File: src/rtl/apb_mem_slave_param_pkg.sv
// Shared types and helpers for the APB memory slave.
// The optional byte-strobe build is selected with the APB_STRB_EN macro.
package apb_slave_pkg;

  typedef enum logic [0:0] {
    IDLE   = 1'b0,
    ACCESS = 1'b1
  } apb_state_t;

  localparam int WAIT_W  = 4;
  localparam int RANGE_W = 32;

  // Out-of-range flag; addresses never wrap, so compare at full width.
  function automatic logic addr_out_of_range(input logic [RANGE_W-1:0] addr,
                                             input logic [RANGE_W-1:0] depth);
    return (addr >= depth);
  endfunction

endpackage

File: src/rtl/apb_mem_slave_param_if.sv
// APB3 bus bundle between a master and the memory slave.
// The pstrb lane-enable signal exists only when APB_STRB_EN is defined.
interface apb_mem_slave_param_if #(
  parameter int ADDR_W = 8,
  parameter int DATA_W = 32
);
  logic              psel;
  logic              penable;
  logic              pwrite;
  logic [ADDR_W-1:0] paddr;
  logic [DATA_W-1:0] pwdata;
`ifdef APB_STRB_EN
  logic [DATA_W/8-1:0] pstrb;
`endif
  logic              pready;
  logic [DATA_W-1:0] prdata;
  logic              pslverr;

  modport master (
`ifdef APB_STRB_EN
    output pstrb,
`endif
    output psel, penable, pwrite, paddr, pwdata,
    input  pready, prdata, pslverr
  );

  modport slave (
`ifdef APB_STRB_EN
    input  pstrb,
`endif
    input  psel, penable, pwrite, paddr, pwdata,
    output pready, prdata, pslverr
  );
endinterface

File: src/rtl/apb_mem_slave_param_wait_ctr.sv
// Wait-state counter: loads at setup, counts down to zero and holds there.
module apb_wait_ctr #(
  parameter int WAIT_W = 4
) (
  input  logic              clk,
  input  logic              rst,
  input  logic              load,
  input  logic [WAIT_W-1:0] load_val,
  input  logic              dec,
  output logic              zero
);

  logic [WAIT_W-1:0] count;

  // Load wins over decrement; decrement saturates at zero.
  always_ff @(posedge clk) begin
    if (rst) begin
      count <= {WAIT_W{1'b0}};
    end else if (load) begin
      count <= load_val;
    end else if (dec && (count != {WAIT_W{1'b0}})) begin
      count <= count - {{(WAIT_W-1){1'b0}}, 1'b1};
    end else begin
      count <= count;
    end
  end

  assign zero = (count == {WAIT_W{1'b0}});

endmodule

File: src/rtl/apb_mem_slave_param.sv
// Parametrised APB3 word-addressed memory slave with wait states and pslverr.
// Define APB_STRB_EN to add per-byte write strobes (pstrb).
module apb_mem_slave_param
  import apb_slave_pkg::*;
#(
  parameter int DATA_W      = 32,
  parameter int ADDR_W      = 8,
  parameter int DEPTH       = 64,
  parameter int WAIT_CYCLES = 0
) (
  input  logic                  pclk,
  input  logic                  preset,
  apb_mem_slave_param_if.slave  apb
);

  localparam int LANES = DATA_W / 8;
  localparam int IDX_W = (DEPTH > 1) ? $clog2(DEPTH) : 1;

  apb_state_t        state;
  apb_state_t        state_nxt;
  logic [IDX_W-1:0]  idx_q;
  logic              write_q;
  logic [DATA_W-1:0] wdata_q;
  logic              err_q;
  logic [DATA_W-1:0] prdata_q;
  logic [LANES-1:0]  lane_en;
  logic              ctr_zero;
  logic              setup;
  logic              done;
  logic              abort;
  logic              setup_err;
  logic              pready_int;
  logic [DATA_W-1:0] mem [DEPTH];

  assign setup      = (state == IDLE) && apb.psel && !apb.penable;
  assign pready_int = (state == ACCESS) && ctr_zero;
  assign done       = (state == ACCESS) && apb.psel && apb.penable && pready_int;
  assign abort      = (state == ACCESS) && !apb.psel;

`ifdef APB_STRB_EN
  logic [LANES-1:0] strb_q;

  // A read carrying any strobe bit is a protocol error.
  assign setup_err = addr_out_of_range(RANGE_W'(apb.paddr), RANGE_W'(DEPTH)) |
                     (!apb.pwrite && (apb.pstrb != {LANES{1'b0}}));
  assign lane_en   = strb_q;

  // Strobes are captured with the rest of the setup phase.
  always_ff @(posedge pclk) begin
    if (preset) begin
      strb_q <= {LANES{1'b0}};
    end else if (setup) begin
      strb_q <= apb.pstrb;
    end else begin
      strb_q <= strb_q;
    end
  end
`else
  assign setup_err = addr_out_of_range(RANGE_W'(apb.paddr), RANGE_W'(DEPTH));
  assign lane_en   = {LANES{1'b1}};
`endif

  apb_wait_ctr #(.WAIT_W(WAIT_W)) u_wait_ctr (
    .clk      (pclk),
    .rst      (preset),
    .load     (setup),
    .load_val (WAIT_W'(WAIT_CYCLES)),
    .dec      (state == ACCESS),
    .zero     (ctr_zero)
  );

  // State register.
  always_ff @(posedge pclk) begin
    if (preset) begin
      state <= IDLE;
    end else begin
      state <= state_nxt;
    end
  end

  // Next-state decode; penable without a prior setup leaves IDLE untouched.
  always_comb begin
    state_nxt = state;
    case (state)
      IDLE: begin
        if (setup) begin
          state_nxt = ACCESS;
        end else begin
          state_nxt = IDLE;
        end
      end
      ACCESS: begin
        if (done || abort) begin
          state_nxt = IDLE;
        end else begin
          state_nxt = ACCESS;
        end
      end
      default: state_nxt = IDLE;
    endcase
  end

  // Setup-phase capture; read data is fetched here and held until the next read.
  always_ff @(posedge pclk) begin
    if (preset) begin
      idx_q    <= {IDX_W{1'b0}};
      write_q  <= 1'b0;
      wdata_q  <= {DATA_W{1'b0}};
      err_q    <= 1'b0;
      prdata_q <= {DATA_W{1'b0}};
    end else if (setup) begin
      idx_q   <= apb.paddr[IDX_W-1:0];
      write_q <= apb.pwrite;
      wdata_q <= apb.pwdata;
      err_q   <= setup_err;
      if (!apb.pwrite) begin
        prdata_q <= setup_err ? {DATA_W{1'b0}} : mem[apb.paddr[IDX_W-1:0]];
      end else begin
        prdata_q <= prdata_q;
      end
    end else begin
      idx_q    <= idx_q;
      write_q  <= write_q;
      wdata_q  <= wdata_q;
      err_q    <= err_q;
      prdata_q <= prdata_q;
    end
  end

  // Storage: cleared by reset, written per enabled lane on an error-free completion.
  always_ff @(posedge pclk) begin
    if (preset) begin
      for (int w = 0; w < DEPTH; w++) begin
        mem[w] <= {DATA_W{1'b0}};
      end
    end else if (done && write_q && !err_q) begin
      for (int b = 0; b < LANES; b++) begin
        if (lane_en[b]) begin
          mem[idx_q][b*8 +: 8] <= wdata_q[b*8 +: 8];
        end
      end
    end
  end

  assign apb.pready  = pready_int;
  assign apb.pslverr = pready_int & err_q;
  assign apb.prdata  = prdata_q;

endmodule
File: src/flat_wrapper.sv
// flat-port wrapper written by rule: the top's interface ports become plain ports
module apb_mem_slave_param_flat import apb_slave_pkg::*;
#(
  parameter int DATA_W      = 32,
  parameter int ADDR_W      = 8,
  parameter int DEPTH       = 64,
  parameter int WAIT_CYCLES = 0
)
  (pclk, preset, apb_psel, apb_penable, apb_pwrite, apb_paddr, apb_pwdata, apb_pready, apb_prdata, apb_pslverr);
  apb_mem_slave_param_if #(.ADDR_W(ADDR_W), .DATA_W(DATA_W)) apb_i ();
  input  logic pclk;
  input  logic preset;
  input wire logic [$bits(apb_i.psel)-1:0] apb_psel;
  input wire logic [$bits(apb_i.penable)-1:0] apb_penable;
  input wire logic [$bits(apb_i.pwrite)-1:0] apb_pwrite;
  input wire logic [$bits(apb_i.paddr)-1:0] apb_paddr;
  input wire logic [$bits(apb_i.pwdata)-1:0] apb_pwdata;
  output wire logic [$bits(apb_i.pready)-1:0] apb_pready;
  output wire logic [$bits(apb_i.prdata)-1:0] apb_prdata;
  output wire logic [$bits(apb_i.pslverr)-1:0] apb_pslverr;
  assign apb_i.psel = apb_psel;
  assign apb_i.penable = apb_penable;
  assign apb_i.pwrite = apb_pwrite;
  assign apb_i.paddr = apb_paddr;
  assign apb_i.pwdata = apb_pwdata;
  assign apb_pready = apb_i.pready;
  assign apb_prdata = apb_i.prdata;
  assign apb_pslverr = apb_i.pslverr;
  apb_mem_slave_param #(.DATA_W(DATA_W), .ADDR_W(ADDR_W), .DEPTH(DEPTH), .WAIT_CYCLES(WAIT_CYCLES)) u_core (.pclk(pclk), .preset(preset), .apb(apb_i));
endmodule
File: config.mk
export PLATFORM = sky130hd
export DESIGN_NAME = apb_mem_slave_param_flat
export DESIGN_NICKNAME = d
export VERILOG_FILES = /design/src/rtl/apb_mem_slave_param_pkg.sv /design/src/rtl/apb_mem_slave_param_if.sv /design/src/rtl/apb_mem_slave_param_wait_ctr.sv /design/src/rtl/apb_mem_slave_param.sv /design/src/flat_wrapper.sv
export SDC_FILE = /design/constraint.sdc
export NUM_CORES = 2
export LEC_CHECK = 0
export CAP_MARGIN = 30
export CELL_PAD_IN_SITES_DETAIL_PLACEMENT = 0
export CELL_PAD_IN_SITES_GLOBAL_PLACEMENT = 2
export CORE_MARGIN = 1.5
export CORE_UTILIZATION = 51
export CTS_CLUSTER_DIAMETER = 80
export DETAILED_ROUTE_END_ITERATION = 7
export PLACE_DENSITY = 0.92
export SETUP_SLACK_MARGIN = 0.3
export SLEW_MARGIN = 30
export SYNTH_ARGS = -nofsm -noshare
export SYNTH_HDL_FRONTEND = slang
export SYNTH_SLANG_ARGS = --single-unit
File: constraint.sdc
create_clock -name pclk -period 7.1 [get_ports pclk]
set_input_delay 1.065 -clock pclk [delete_from_list [all_inputs] [get_ports pclk]]
set_output_delay 1.065 -clock pclk [all_outputs]
set_load 0.03 [all_outputs]
==> flow_summary_export.csv <==
group,metric,value,unit
status,status,"complete, no violations",
floorplan,dieHeight,437,microns
sta,hold_violations,0,
clock_tree,cts_num_sinks,2125,
critical_path,worstRegToRegCells,7,
grt,grt_pass1_wl,413000,microns
finish,fin_nets,6247,
floorplan,top_level_ports,79,
clock_tree,clk_pin_slew_worst_paths,0.06,ns
grt,grt_max_degree,106,
floorplan,die_area,191000,sq um
run,cap_violations,0,
clock_tree,cts_setup_buffers,0,
critical_path,cp.arrival,4.75,ns
power,peakVddDrop,0.000238,V
yosys,yosys.cell_types.count,51,
critical_path,r2r_slack,3.02,ns
finish,drive_gt1_share,16.5,%
power,power.internal,0.0211,W
detailed_routing,wl_per_cell,34.0,microns
floorplan,start_util,51.2,%
clock_tree,insertion_delay,0.88,ns
detailed_routing,post-route-drc-count,0,
sta,rsz0062_at_grt,"false",
placement,placed_area,98600,sq um
clock_tree,ctsResizeCount,0,
detailed_routing,antenna_left,0,
finish,seqCellArea,63100,sq um
power,p_leak,38.4,nW
yosys,ys_ff_latch,2125,
placement,dp_cells,8479,
yosys,synth_edf_count,2048,
finish,utilization,56.4,%
power,swShare,23.4,%
critical_path,cp-start-kind,"primary input",
yosys,synth_area_leaders,"edfxtp_1 (64%), and2_1 (13%), mux4_2 (8.9%)",
sta,max_freq,0.234,GHz
yosys,ys_seq_area_share,65.6,%
yosys,netlist.area_leader.share,64.0,%
yosys,yosys.area.top_type,"edfxtp_1",
finish,syn_to_final_growth,10.1,%
power,power_switching,0.00646,W
grt,grt.busiest_layer,"met2",
critical_path,reg2reg_from,"u_core.write_q",
critical_path,worstSetupPathType,"primary input to flip-flop",
power,powerDensity,261,nW/um^2
placement,gp_congestion,0.977,
detailed_routing,wirelength,302000,microns
power,clkPwrFrac,41.4,%
grt,grt_use_met1,43.7,%
sta,tns,0,ns
yosys,avgSynthCellArea,15.0,sq um
critical_path,cp_max_fo,33,
detailed_routing,vias,55500,
sta,final-setup-viol-count,0,
sta,slew-limit-headroom,22.3,%
clock_tree,clock_path_buffers,3,
power,power_frac_seq,52.0,%
grt,gr-usage-met3,7.40,%
detailed_routing,viasPerCell,6.25,
sta,min_period,4.28,ns
finish,fin_cells,8880,
critical_path,required,7.57,ns
grt,grt_pass1_vias,51600,
sta,drv_slew,0,
clock_tree,htree_levels,4,
floorplan,num_rows,159,
sta,worst_pin_slew,1.15,ns
clock_tree,cts_tree,"yes",
yosys,ys_warn_count,0,
power,comb_power_share,6.7,%
grt,use_met2,47.1,%
placement,io_buffers,78,
critical_path,crit_start,"apb_penable",
yosys,async_flop_share,0,%
placement,hpwl,190000,microns
floorplan,core_area,187000,sq um
sta,fin_skew,0.0410,ns
grt,track_usage,31.3,%
critical_path,cp-endpoint,"u_core.mem[22][25]",
clock_tree,postCtsHoldBufs,0,
critical_path,cp-end-kind,"flip-flop",
yosys,postSynthCellCount,6407,
finish,num-fill-cells,14400,
yosys,synthesis.area,96000,sq um
clock_tree,numCtsBuffers,212,
floorplan,die_width,437,microns
finish,multi_input_area,30400,sq um
finish,final_cell_area,106000,sq um
critical_path,r2r_end,"u_core.mem[22][25]",
grt,antenna_found_initial,41,
yosys,synth_nets,6454,
yosys,synth_ff_type,"edfxtp_1",
detailed_routing,drtIter0Drc,9814,
sta,final.period_utilization,60.3,%
grt,overflow,0,
power,finalPower,0.0276,W
detailed_routing,firstDrtPassIters,6,
worst_hold_path,holdPathStages,2,
clock_tree,root_buffer,"clkbuf_16",
worst_hold_path,hold_path.class,"flip-flop to flip-flop",
## area by class of cell
type	count	share of cell area [%]
multi-input combinational	3630	28.7
timing repair buffer	229	1.97
antenna	10	0.0237
sequential	2125	59.7
clock inverter	124	1.30
inverter	2	0.00710
tap	2495	2.95
clock buffer	265	5.31
## per-layer routing
metal | vias up | wire length (microns)
li1 | 22900 | -
met2 | 3663 | 136000
met1 | 28400 | 113000
met5 | - | 69
met4 | 6 | 15100
met3 | 539 | 37100
## power by group through the flow
stage	Sequential, W	Clock (W)	Combinational, W
2_1_floorplan	0.0144	0	0.00106
3_3_place_gp	0.0146	0	0.00177
3_5_place_dp	0.0146	0	0.00179
4_1_cts	0.0143	0.0114	0.00180
5_1_grt	0.0144	0.0119	0.00187
6_report	0.0144	0.0114	0.00184
## worst max-delay path, stage by stage
cell and delay, ns:
clkdlybuf4s50_1 0.54, nand2_1 0.09, nor3_2 0.54, and3b_1 0.36
nand3_2 0.70, nor2_2 0.40, buf_4 0.34, or2_2 0.69
## layout by cell type, fill, tap and decap left out, types with 46 or more instances in the layout
master / synthesis / final
or2_2: 67 / 67
and2_1: 2054 / 2052
clkdlybuf4s50_1: 0 / 72
mux4_2: 378 / 378
buf_4: 55 / 139
mux2i_1: 371 / 371
nand2_1: 111 / 110
edfxtp_1: 2048 / 2048
nor2_2: 1 / 63
clkbuf_1: 503 / 46
a21oi_1: 120 / 120
clkbuf_16: 0 / 215
a22oi_1: 188 / 188
## cell usage after synthesis, types with 10 or more instances
| cell | count |
|---|---|
| mux2i_1 | 371 |
| or2_2 | 67 |
| clkbuf_1 | 503 |
| nand3_1 | 22 |
| mux4_2 | 378 |
| buf_2 | 58 |
| edfxtp_1 | 2048 |
| and2_1 | 2054 |
| a221oi_1 | 12 |
| buf_1 | 11 |
| buf_6 | 22 |
| a22oi_1 | 188 |
| nor4_1 | 20 |
| o21ai_0 | 17 |
| mux2_2 | 27 |
| nor2_1 | 82 |
| a22o_1 | 10 |
| buf_4 | 55 |
| nor2b_1 | 20 |
| a211oi_1 | 11 |
| a31oi_1 | 12 |
| nand2_1 | 111 |
| a21oi_1 | 120 |
| dfxtp_1 | 77 |
| o22ai_1 | 21 |
| nor3_1 | 14 |
## cell families after synthesis
kind of cell	after synthesis	share of synthesized area (%)
fa+ha+maj	2	0.0261
buf+inv	652	3.01
flops	2125	65.6
compound gates	421	2.94
simple gates	2428	15.3
xor+xnor	3	0.0274
mux	776	13.0
## sequential cells by signal, summed over array words and instances (netlist names)
signal                   cells
u_core.state                 1
u_core.err_q                 1
u_core.idx_q                 6
u_core.u_wait_ctr.count      4
u_core.write_q               1
u_core.mem                2048
u_core.apb.prdata           32
u_core.wdata_q              32
## through the flow
step / hold WS, ns / worst slack (ns)
floorplan: 0.441 / 3.89
global placement: 0.471 / 1.79
detailed placement: 0.487 / 2.10
CTS: 0.494 / 2.99
global route: 0.524 / 2.85
finish: 0.491 / 2.82
## worst min path at each step
stage / startpoint / endpoint / slack (ns)
after floorplan: u_core.write_q / u_core.write_q / 0.44
after CTS: u_core.idx_q[0] / u_core.idx_q[0] / 0.49
final: u_core.wdata_q[16] / u_core.wdata_q[16] / 0.49
after detailed placement: u_core.wdata_q[16] / u_core.wdata_q[16] / 0.49
after global placement: u_core.wdata_q[16] / u_core.wdata_q[16] / 0.47
after global routing: u_core.wdata_q[16] / u_core.wdata_q[16] / 0.52
(Power assumes the default switching activity.)
